$ cat src/rtl/lsu_bus_pkg.sv
// lsu_bus_pkg
//   Shared definitions for the load/store bus unit: access-size encodings,
//   the unsigned-load flag value, mem_type bus width, LSU FSM state
//   encoding and the request key captured for each access.
package lsu_bus_pkg;

  localparam int MEM_TYPE_BUS = 2;

  localparam logic [MEM_TYPE_BUS-1:0] LS_B = 2'b00;
  localparam logic [MEM_TYPE_BUS-1:0] LS_H = 2'b01;
  localparam logic [MEM_TYPE_BUS-1:0] LS_W = 2'b10;

  // mem_sign value that selects zero extension on loads
  localparam logic LS_unsigned = 1'b1;

  typedef enum logic [1:0] {
    LSU_IDLE = 2'd0,
    LSU_REQ  = 2'd1,
    LSU_DONE = 2'd2
  } lsu_state_e;

  // Identity of a request; a level request with an unchanged key has
  // already been served and must not be replayed.
  typedef struct packed {
    logic                    we;
    logic [MEM_TYPE_BUS-1:0] mem_type;
    logic                    sign;
    logic [31:0]             addr;
  } lsu_key_t;

endpackage

$ cat src/rtl/lsu_bus_align.sv
// lsu_align
//   Purely combinational byte-lane logic for the load/store unit.
//   Ports:
//     mem_type  in  access size (LS_B / LS_H / LS_W)
//     mem_sign  in  1 = zero-extend loads, 0 = sign-extend
//     addr_lo   in  addr[1:0] of the access
//     wdata     in  store data, LSBs significant
//     bus_rdata in  raw word read from the bus
//     be        out byte enables for the access
//     wdata_rep out store data replicated across all lanes
//     rdata_ext out load data shifted down and extended
//     misaligned out access not naturally aligned
module lsu_align
  import lsu_bus_pkg::*;
(
  input  logic [MEM_TYPE_BUS-1:0] mem_type,
  input  logic                    mem_sign,
  input  logic [1:0]              addr_lo,
  input  logic [31:0]             wdata,
  input  logic [31:0]             bus_rdata,
  output logic [3:0]              be,
  output logic [31:0]             wdata_rep,
  output logic [31:0]             rdata_ext,
  output logic                    misaligned
);

  logic [31:0] shifted;

  assign shifted = bus_rdata >> {addr_lo, 3'b000};

  always_comb begin
    be         = 4'b1111;
    wdata_rep  = wdata;
    rdata_ext  = shifted;
    misaligned = 1'b0;
    case (mem_type)
      LS_B: begin
        be        = 4'b0001 << addr_lo;
        wdata_rep = {4{wdata[7:0]}};
        rdata_ext = (mem_sign == LS_unsigned) ? {24'b0, shifted[7:0]}
                                              : {{24{shifted[7]}}, shifted[7:0]};
      end
      LS_H: begin
        be         = addr_lo[1] ? 4'b1100 : 4'b0011;
        wdata_rep  = {2{wdata[15:0]}};
        rdata_ext  = (mem_sign == LS_unsigned) ? {16'b0, shifted[15:0]}
                                               : {{16{shifted[15]}}, shifted[15:0]};
        misaligned = addr_lo[0];
      end
      // Word, and the unused encoding treated as word
      default: begin
        misaligned = (addr_lo != 2'b00);
      end
    endcase
  end

endmodule

$ cat src/rtl/lsu_bus.sv
// lsu_bus
//   Load/store bus unit for the multicycle core. Captures a level request
//   from the decoder, runs one req/ack transaction on the data bus, aligns
//   and extends load data, flags misaligned or failed accesses and holds
//   the core via stall until the access is complete.
//   Ports:
//     clk, rstn            clock, asynchronous active-low reset
//     rmem, wmem           read / write request levels (wmem wins)
//     mem_type, mem_sign   access size and load extension
//     addr, wdata          byte address and store data
//     rdata, mem_err       load result and fault flag, valid in DONE
//     stall                core must hold its state
//     bus_req/we/addr/be/wdata  registered bus request outputs
//     bus_rdata/ack/err    bus response
//   Build option: define LSU_TIMEOUT_EN to abort a REQ that has waited
//   TIMEOUT_CYCLES cycles without an ack, reporting mem_err.
module lsu_bus
  import lsu_bus_pkg::*;
#(
  parameter int TIMEOUT_CYCLES = 16
) (
  input  logic                    clk,
  input  logic                    rstn,
  input  logic                    rmem,
  input  logic                    wmem,
  input  logic [MEM_TYPE_BUS-1:0] mem_type,
  input  logic                    mem_sign,
  input  logic [31:0]             addr,
  input  logic [31:0]             wdata,
  output logic [31:0]             rdata,
  output logic                    mem_err,
  output logic                    stall,
  output logic                    bus_req,
  output logic                    bus_we,
  output logic [31:0]             bus_addr,
  output logic [3:0]              bus_be,
  output logic [31:0]             bus_wdata,
  input  logic [31:0]             bus_rdata,
  input  logic                    bus_ack,
  input  logic                    bus_err
);

  lsu_state_e state_q, state_d;
  lsu_key_t   key_q, key_d, key_in;

  logic        bus_req_q, bus_req_d;
  logic        bus_we_q, bus_we_d;
  logic [31:0] bus_addr_q, bus_addr_d;
  logic [3:0]  bus_be_q, bus_be_d;
  logic [31:0] bus_wdata_q, bus_wdata_d;
  logic [31:0] rdata_q, rdata_d;
  logic        mem_err_q, mem_err_d;

  logic req_present;
  logic key_match;
  logic capture;
  logic timeout;

  // Aligner inputs: the captured key while a transaction is outstanding
  // (to shape the returning data), otherwise the incoming request (to
  // build the bus outputs registered at capture).
  logic [MEM_TYPE_BUS-1:0] al_type;
  logic                    al_sign;
  logic [1:0]              al_addr_lo;
  logic [3:0]              al_be;
  logic [31:0]             al_wdata;
  logic [31:0]             al_rdata;
  logic                    al_misaligned;

  assign req_present = rmem | wmem;
  assign key_in      = {wmem, mem_type, mem_sign, addr};
  assign key_match   = (key_in == key_q);

  assign al_type    = (state_q == LSU_REQ) ? key_q.mem_type  : mem_type;
  assign al_sign    = (state_q == LSU_REQ) ? key_q.sign      : mem_sign;
  assign al_addr_lo = (state_q == LSU_REQ) ? key_q.addr[1:0] : addr[1:0];

  lsu_align u_align (
    .mem_type   (al_type),
    .mem_sign   (al_sign),
    .addr_lo    (al_addr_lo),
    .wdata      (wdata),
    .bus_rdata  (bus_rdata),
    .be         (al_be),
    .wdata_rep  (al_wdata),
    .rdata_ext  (al_rdata),
    .misaligned (al_misaligned)
  );

`ifdef LSU_TIMEOUT_EN
  localparam int CNT_W = $clog2(TIMEOUT_CYCLES + 1);

  logic [CNT_W-1:0] cnt_q, cnt_d;

  // Counts REQ cycles already spent; any cycle outside REQ clears it, so
  // it is zero on every entry into REQ.
  assign timeout = (cnt_q == CNT_W'(TIMEOUT_CYCLES - 1));

  always_comb begin
    cnt_d = '0;
    if (state_q == LSU_REQ && !bus_ack) begin
      cnt_d = cnt_q + CNT_W'(1);
    end
  end

  always_ff @(posedge clk or negedge rstn) begin
    if (!rstn) begin
      cnt_q <= '0;
    end else begin
      cnt_q <= cnt_d;
    end
  end
`else
  logic [31:0] timeout_cycles_unused;

  assign timeout_cycles_unused = 32'(TIMEOUT_CYCLES);
  assign timeout               = 1'b0;
`endif

  always_comb begin
    state_d     = state_q;
    key_d       = key_q;
    bus_req_d   = bus_req_q;
    bus_we_d    = bus_we_q;
    bus_addr_d  = bus_addr_q;
    bus_be_d    = bus_be_q;
    bus_wdata_d = bus_wdata_q;
    rdata_d     = rdata_q;
    mem_err_d   = mem_err_q;
    capture     = 1'b0;

    case (state_q)
      LSU_IDLE: begin
        capture = req_present;
      end
      LSU_REQ: begin
        if (bus_ack) begin
          bus_req_d = 1'b0;
          mem_err_d = bus_err;
          if (!key_q.we) begin
            rdata_d = al_rdata;
          end
          state_d = LSU_DONE;
        end else if (timeout) begin
          bus_req_d = 1'b0;
          mem_err_d = 1'b1;
          rdata_d   = '0;
          state_d   = LSU_DONE;
        end
      end
      LSU_DONE: begin
        if (!req_present) begin
          state_d = LSU_IDLE;
        end else begin
          // A changed key is a new access; start it straight from DONE
          capture = !key_match;
        end
      end
      default: begin
        state_d = LSU_IDLE;
      end
    endcase

    if (capture) begin
      key_d = key_in;
      if (al_misaligned) begin
        state_d   = LSU_DONE;
        bus_req_d = 1'b0;
        mem_err_d = 1'b1;
        rdata_d   = '0;
      end else begin
        state_d     = LSU_REQ;
        bus_req_d   = 1'b1;
        bus_we_d    = wmem;
        bus_addr_d  = {addr[31:2], 2'b00};
        // Reads leave all byte enables low; the full word is returned
        bus_be_d    = wmem ? al_be : 4'b0000;
        bus_wdata_d = al_wdata;
      end
    end
  end

  always_ff @(posedge clk or negedge rstn) begin
    if (!rstn) begin
      state_q     <= LSU_IDLE;
      key_q       <= '0;
      bus_req_q   <= 1'b0;
      bus_we_q    <= 1'b0;
      bus_addr_q  <= '0;
      bus_be_q    <= '0;
      bus_wdata_q <= '0;
      rdata_q     <= '0;
      mem_err_q   <= 1'b0;
    end else begin
      state_q     <= state_d;
      key_q       <= key_d;
      bus_req_q   <= bus_req_d;
      bus_we_q    <= bus_we_d;
      bus_addr_q  <= bus_addr_d;
      bus_be_q    <= bus_be_d;
      bus_wdata_q <= bus_wdata_d;
      rdata_q     <= rdata_d;
      mem_err_q   <= mem_err_d;
    end
  end

  // The served-request exemption applies only in DONE with the same key
  assign stall = rstn & req_present & !((state_q == LSU_DONE) && key_match);

  assign rdata     = rdata_q;
  assign mem_err   = mem_err_q;
  assign bus_req   = bus_req_q;
  assign bus_we    = bus_we_q;
  assign bus_addr  = bus_addr_q;
  assign bus_be    = bus_be_q;
  assign bus_wdata = bus_wdata_q;

endmodule

$ cat config.mk
export PLATFORM = sky130hd
export DESIGN_NAME = lsu_bus
export DESIGN_NICKNAME = d
export VERILOG_FILES = /design/src/rtl/lsu_bus_pkg.sv /design/src/rtl/lsu_bus_align.sv /design/src/rtl/lsu_bus.sv
export SDC_FILE = /design/constraint.sdc
export NUM_CORES = 1
export LEC_CHECK = 0
export BUFFER_PORTS_ARGS = -buffer_cell sky130_fd_sc_hd__buf_2
export CAP_MARGIN = 15
export CORE_ASPECT_RATIO = 2
export CORE_MARGIN = 8
export CORE_UTILIZATION = 30
export DETAILED_ROUTE_END_ITERATION = 8
export PLACE_DENSITY_LB_ADDON = 0.25
export SYNTH_ARGS = -nofsm -noshare
export SYNTH_HDL_FRONTEND = slang
export SYNTH_HIERARCHICAL = 1
export SYNTH_SLANG_ARGS = --single-unit
export TNS_END_PERCENT = 50
$ cat constraint.sdc
create_clock -name clk -period 6.1 [get_ports clk]
set_clock_uncertainty 0.1 [all_clocks]
set_input_delay 0.305 -clock clk [delete_from_list [all_inputs] [get_ports clk]]
set_output_delay 0.305 -clock clk [all_outputs]
set_load 0.005 [all_outputs]
==> results.json, run 1 <==
{
  "period_share_pct": 56.51,
  "drv_slew": 0,
  "start_kind": "flop",
  "wire_per_inst_um": 18.84,
  "relSlewSlack_pct": 32.46,
  "die_h_um": 235.3,
  "dieArea_sq_um": 29570,
  "fillers": 2355,
  "drcViolationCount": 0,
  "worst_ir_drop_vdd_mv": 0.2610,
  "rows": 80,
  "io_pins": 209,
  "final-hold-violation-count": 0,
  "synth_top_area_share_pct": 48.21,
  "path_clk_slew_ns": 0.06,
  "synth_flop_cell": "dfrtp_1",
  "synth_top_cell_by_area": "dfrtp_1",
  "root_buffer": "clkbuf_16",
  "synth_edf_count": 0,
  "syn2layout_area_growth_pct": 24.23,
  "rsz0062_at_grt": "no",
  "postRouteAntennaNets": 0,
  "die_w_um": 125.7,
  "timing.fmax_mhz": 290.1,
  "drive_gt1_share_pct": 45.93,
  "synth_cell_types": 47,
  "port_buffers": 206,
  "setup_viol": 0,
  "hold_class": "in -> reg",
  "timing.hold.ws_ns": 0.03544,
  "path_cells": "nor2b_1 > nand2_1 > nand2_1 > nor2_1 > nor2_1 > a31oi_1 > nand2b_4 > mux2_2",
  "worst-path-buf-inv": 0,
  "avgSynthCellArea_sq_um": 11.29,
  "grt_pass1_wl_um": 33540,
  "gp_routability_congestion": 0.8044,
  "totalWireLength_um": 21220,
  "clock_path_buffers": 2,
  "dp_hpwl_um": 16150,
  "crit_arrival_ns": 3.66,
  "antenna_found_initial": 5,
  "critPathRequiredTime_ns": 6.31,
  "grt_pass1_vias": 5940,
  "tns_ns": 0,
  "cap_violations": 0,
  "synthCells": 639,
  "grt_remaining_overflow": 0,
  "min_period_ns": 3.447,
  "p_leak_nw": 4.094,
  "fin_nets": 928,
  "yosysSeqAreaShare_pct": 48.21,
  "cts-htree-levels": 4,
  "drt_pass1_iterations": 6,
  "ys_top_cells_by_area": "dfrtp_1 (48%), mux2_2 (18%), nand2_1 (6.0%), xnor2_1 (3.9%), a21oi_1 (2.5%)",
  "synth_common_cells": "dfrtp_1 (139), mux2_2 (115), nand2_1 (115)",
  "cp-end-kind": "flop",
  "synth.most_common_cell": "dfrtp_1",
  "vias": 5414,
  "synth_seq_cells": 139,
  "grt_max_degree": 83,
  "drt_iter0_markers": 184,
  "core_area_sq_um": 23720,
  "cts_buffers": 17,
  "grtUsageTotal_pct": 14.75,
  "critPathTopFamily": "simple AND/OR/NAND/NOR gates",
  "power.density_nw_per_um2": 532.1,
  "ys.warnings.count": 6,
  "syn_area_sq_um": 7214,
  "initial_core_util_pct": 30.41,
  "vias_per_cell": 4.808,
  "postCtsSetupBuffers": 0,
  "crit_type": "reg -> reg",
  "cts_tree": "built",
  "worst_slew_pin_slew_ns": 1.013,
  "synthArstFlopShare_pct": 100.0,
  "cts_num_sinks": 139,
  "status": "complete, no violations",
  "slowest_delay_ns": 0.79,
  "clock_latency_ns": 0.43,
  "critical-path-slowest-cell": "nand2b_4",
  "cp_max_fo": 68
}
metrics by stage:
stage	total power [mW]	cells	setup WS, ns	area (sq um)	utilization [%]
global route	5.109	1124	2.292	8957	37.76
CTS	4.870	1123	2.590	8955	37.75
finish	4.769	1126	2.653	8962	37.78
floorplan	3.098	640	3.343	7218	-
global placement	3.710	1090	2.668	8329	35.11
detailed placement	3.752	1090	2.613	8329	35.11
cells in the final DEF, fill, tap and decap left out, drive strengths merged, types with 2 or more instances in the layout:
cell	count
o21bai	3
nand2	115
o211ai	16
nand4	11
nand2b	4
clkbuf	17
clkinvlp	4
or2	2
mux2i	15
a21oi	37
a31oi	2
nor2	18
and3	2
dfrtp	139
inv	6
nand3	2
conb	2
xor2	4
bufinv	3
xnor2	32
o21ai	22
a221oi	8
mux2	130
a21o	2
buf	213
nor4	5
diode	3
a32o	4
nor2b	3
clkinv	4
layer usage:
metal	part of all wire (%)	GRT usage (%)
met1	36	14.38
met2	57	27.66
met3	4.3	4.061
met4	2.5	7.244
met5	0.075	0
area by class of cell:
cell class / count / area (sq um) / area share [%]
Clock buffer: 17 / 425.4 / 4.747
Sequential cell: 139 / 3478 / 38.81
Clock inverter: 15 / 190.2 / 2.122
Antenna cell: 3 / 7.507 / 0.08376
Tap cell: 287 / 359.1 / 4.007
Multi-Input combinational cell: 449 / 3395 / 37.88
Inverter: 2 / 7.507 / 0.08376
Timing Repair Buffer: 214 / 1100 / 12.27
final timing paths:
kind | from | endpoint | slack (ns) | cells after the start
worst max-delay path | state_q[0] | bus_addr[5] | 2.65 | 8
worst min-delay path | bus_ack | state_q[0] | 0.04 | 2
worst max register to register | state_q[0] | bus_addr[5] | 2.65 | 8
worst min register to register | mem_err | mem_err | 0.38 | 1
max in group asynchronous | rstn | rdata[20] | 4.26 | 3
min in group asynchronous | rstn | bus_addr[15] | 0.36 | 2
repair_timing:
action | in CTS | in global routing
hold endpoints to repair | 80 | 0
hold buffers | 1 | 0
gates resized for setup | 0 | 0
sequential cells by signal (all words and copies together) (netlist names):
register,flops
bus_addr,30
bus_we,1
mem_err,1
key_q,36
bus_wdata,32
bus_be,4
rdata,32
state_q,2
bus_req,1
cells by family (layout without fill, tap and decap cells):
kind of cell	count (synthesis)	in the layout	share of synthesized area, %
AO/OA/AOI/OAI	97	97	8.984
XOR/XNOR	36	36	4.370
buffers and inverters	52	248	4.925
flip-flops	139	139	48.21
multiplexers	145	145	22.94
other	1	5	0.05198
AND/OR/NAND/NOR	169	169	10.51
power breakdown:
part	internal (mW)	switching, mW
Clock	0.650	0.436
Combinational	1.06	1.03
Sequential	1.35	0.244
worst register-to-register path, stage by stage (launching register included):
cell and delay, ns:
dfrtp_1 0.42, nor2b_1 0.40, nand2_1 0.10, nand2_1 0.62
nor2_1 0.11, nor2_1 0.22, a31oi_1 0.11, nand2b_4 0.79
mux2_2 0.47
No activity file was read; power rests on OpenSTA's default activity.
==> run 2: changes to the inputs <==
==> constraint.sdc (replaced) <==
create_clock -name clk -period 2.9 [get_ports clk]
set_clock_uncertainty 0.1 [all_clocks]
set_input_delay 0.145 -clock clk [delete_from_list [all_inputs] [get_ports clk]]
set_output_delay 0.145 -clock clk [all_outputs]
set_load 0.005 [all_outputs]
==> run 2 against run 1 <==
Effect of this change: routed wire length is 5.5% higher; clock power is 110% higher; cell area is 9.7% higher; cell count is 7.5% higher.
==> results.json, run 2 (synthesis results as in run 1) <==
{
  "cap_violations": 0,
  "slowest_delay_ns": 0.55,
  "path_cells": "dlygate4sd3_1 > buf_2 > xnor2_1 > nand4_1 > nor4_4 > buf_4 > nand3_1 > o221a_2 > buf_2",
  "post-place-ws_ns": 0.1615,
  "path_clk_slew_ns": 0.06,
  "drt_iter0_markers": 257,
  "total_switching_power_mw": 3.667,
  "port_buffers": 206,
  "syn2layout_area_growth_pct": 36.33,
  "grt_pass1_vias": 6378,
  "postRouteAntennaNets": 0,
  "grtUsageTotal_pct": 15.46,
  "power.density_nw_per_um2": 1050,
  "critPathRequiredTime_ns": 2.65,
  "drive_gt1_share_pct": 43.49,
  "die_w_um": 125.7,
  "p_sw_share_pct": 35.52,
  "hold_class": "in -> reg",
  "io_pins": 209,
  "cts_buffers": 17,
  "worst_ir_drop_vdd_mv": 0.4409,
  "crit_top_cell": "buf_2",
  "rows": 80,
  "cts_tree": "built",
  "dp_cells": 1106,
  "drcViolationCount": 0,
  "wire_per_inst_um": 18.50,
  "initial_core_util_pct": 30.41,
  "root_buffer": "clkbuf_16",
  "fin_nets": 1014,
  "vias_per_cell": 4.858,
  "final_common_cell": "buf_2",
  "tns_ns": 0,
  "relSlewSlack_pct": 55.57,
  "period_share_pct": 90.24,
  "clock_path_buffers": 2,
  "critPathTopFamily": "buffers and inverters",
  "dp_hpwl_um": 16400,
  "postCtsSetupBuffers": 0,
  "drv_slew": 0,
  "most-common-layout-cells": "buf_2 (205), dfrtp_1 (139), nand2_1 (115), mux2_2 (115), dlygate4sd3_1 (71)",
  "cp_max_fo": 5,
  "critical-path-slowest-cell": "dlygate4sd3_1",
  "worst-path-buf-inv": 4,
  "pwr-share-seq_pct": 32.2,
  "min_period_ns": 2.617,
  "power_mw": 10.32,
  "worst_slew_pin_slew_ns": 0.6665,
  "crit_type": "in -> out",
  "drt_pass1_iterations": 4,
  "final-hold-violation-count": 0,
  "grt_pass1_wl_um": 35310,
  "grt_remaining_overflow": 0,
  "combinationalPowerShare_pct": 45.8,
  "antenna_found_initial": 1,
  "totalWireLength_um": 22380,
  "largest_reg_flops": 36,
  "timing.fmax_mhz": 382.1,
  "p_leak_nw": 4.478,
  "dieArea_sq_um": 29570,
  "pwr-share-clk_pct": 21.9,
  "gp_routability_congestion": 0.8311,
  "grt_max_degree": 78,
  "crit_arrival_ns": 2.37,
  "vias": 5878,
  "timing.hold.ws_ns": 0.03153,
  "cts-htree-levels": 4,
  "setup_viol": 0,
  "setup_ws_ns": 0.2829,
  "p_int_mw": 6.657,
  "start_kind": "input port",
  "cts_num_sinks": 139,
  "clock_latency_ns": 0.43,
  "regMostFlops": "key_q",
  "cp-end-kind": "primary output",
  "status": "complete, no violations",
  "stdcell_area_sq_um": 9836,
  "fin_util_pct": 41.46,
  "rsz0062_at_grt": "no",
  "core_area_sq_um": 23720,
  "layoutNonFillerInstCount": 1210,
  "dpl-instance-area_sq_um": 8499,
  "die_h_um": 235.3
}
==> run 2: worst min-delay path, delay by kind of cell <==
| kind | cells | cell delay [ns] |
|---|---|---|
| buffers and inverters | 1 | 0.13 |
| and+or+nand+nor | 2 | 0.12 |
| AOI/OAI and AO/OA | 2 | 0.13 |
==> run 2: path summary, 6_finish.rpt <==
kind | from | endpoint | slack [ns] | cells past startpoint
setup reg to reg | state_q[1] | bus_addr[28] | 0.34 | 9
hold reg to reg | bus_wdata[28] | bus_wdata[28] | 0.39 | 1
min in group asynchronous | rstn | bus_addr[15] | 0.17 | 2
max in group asynchronous | rstn | key_q[27] | 1.66 | 3
setup / recovery | addr[0] | stall | 0.28 | 9
hold / removal | bus_rdata[27] | rdata[27] | 0.03 | 5
==> run 2: power by group through the flow <==
stage / Clock, mW / Combinational (mW) / Sequential (mW)
final: 2.26 / 4.73 / 3.33
after global routing: 2.41 / 5.19 / 3.45
after CTS: 2.35 / 4.82 / 3.34
after detailed placement: 0 / 4.73 / 3.37
after global placement: 0 / 4.67 / 3.34
after floorplan: 0 / 3.15 / 3.36
==> run 2: per-layer routing <==
metal / routed length [um] / vias to the layer above / track usage, %
met5: 0 / - / 0
met4: 887 / 0 / 8.730
met3: 1048 / 43 / 4.152
met2: 12590 / 169 / 29.14
met1: 7858 / 2888 / 14.59
li1: - / 2778 / -
==> run 2: layout make-up <==
class / instances / area [sq um]
fill: 2294 / 13890
sequential: 139 / 3478
multi-input combinational: 449 / 3407
timing repair buffer: 300 / 1971
clock buffer: 19 / 442.9
tap: 287 / 359.1
clock inverter: 13 / 167.7
inverter: 2 / 7.507
antenna: 1 / 2.502
==> run 2: repair_timing <==
item / 4_1_cts / 5_1_grt
hold buffers: 71 / 0
endpoints found under the setup margin: 0 / 1
gates resized for setup: 0 / 2
hold endpoints to repair: 163 / 0
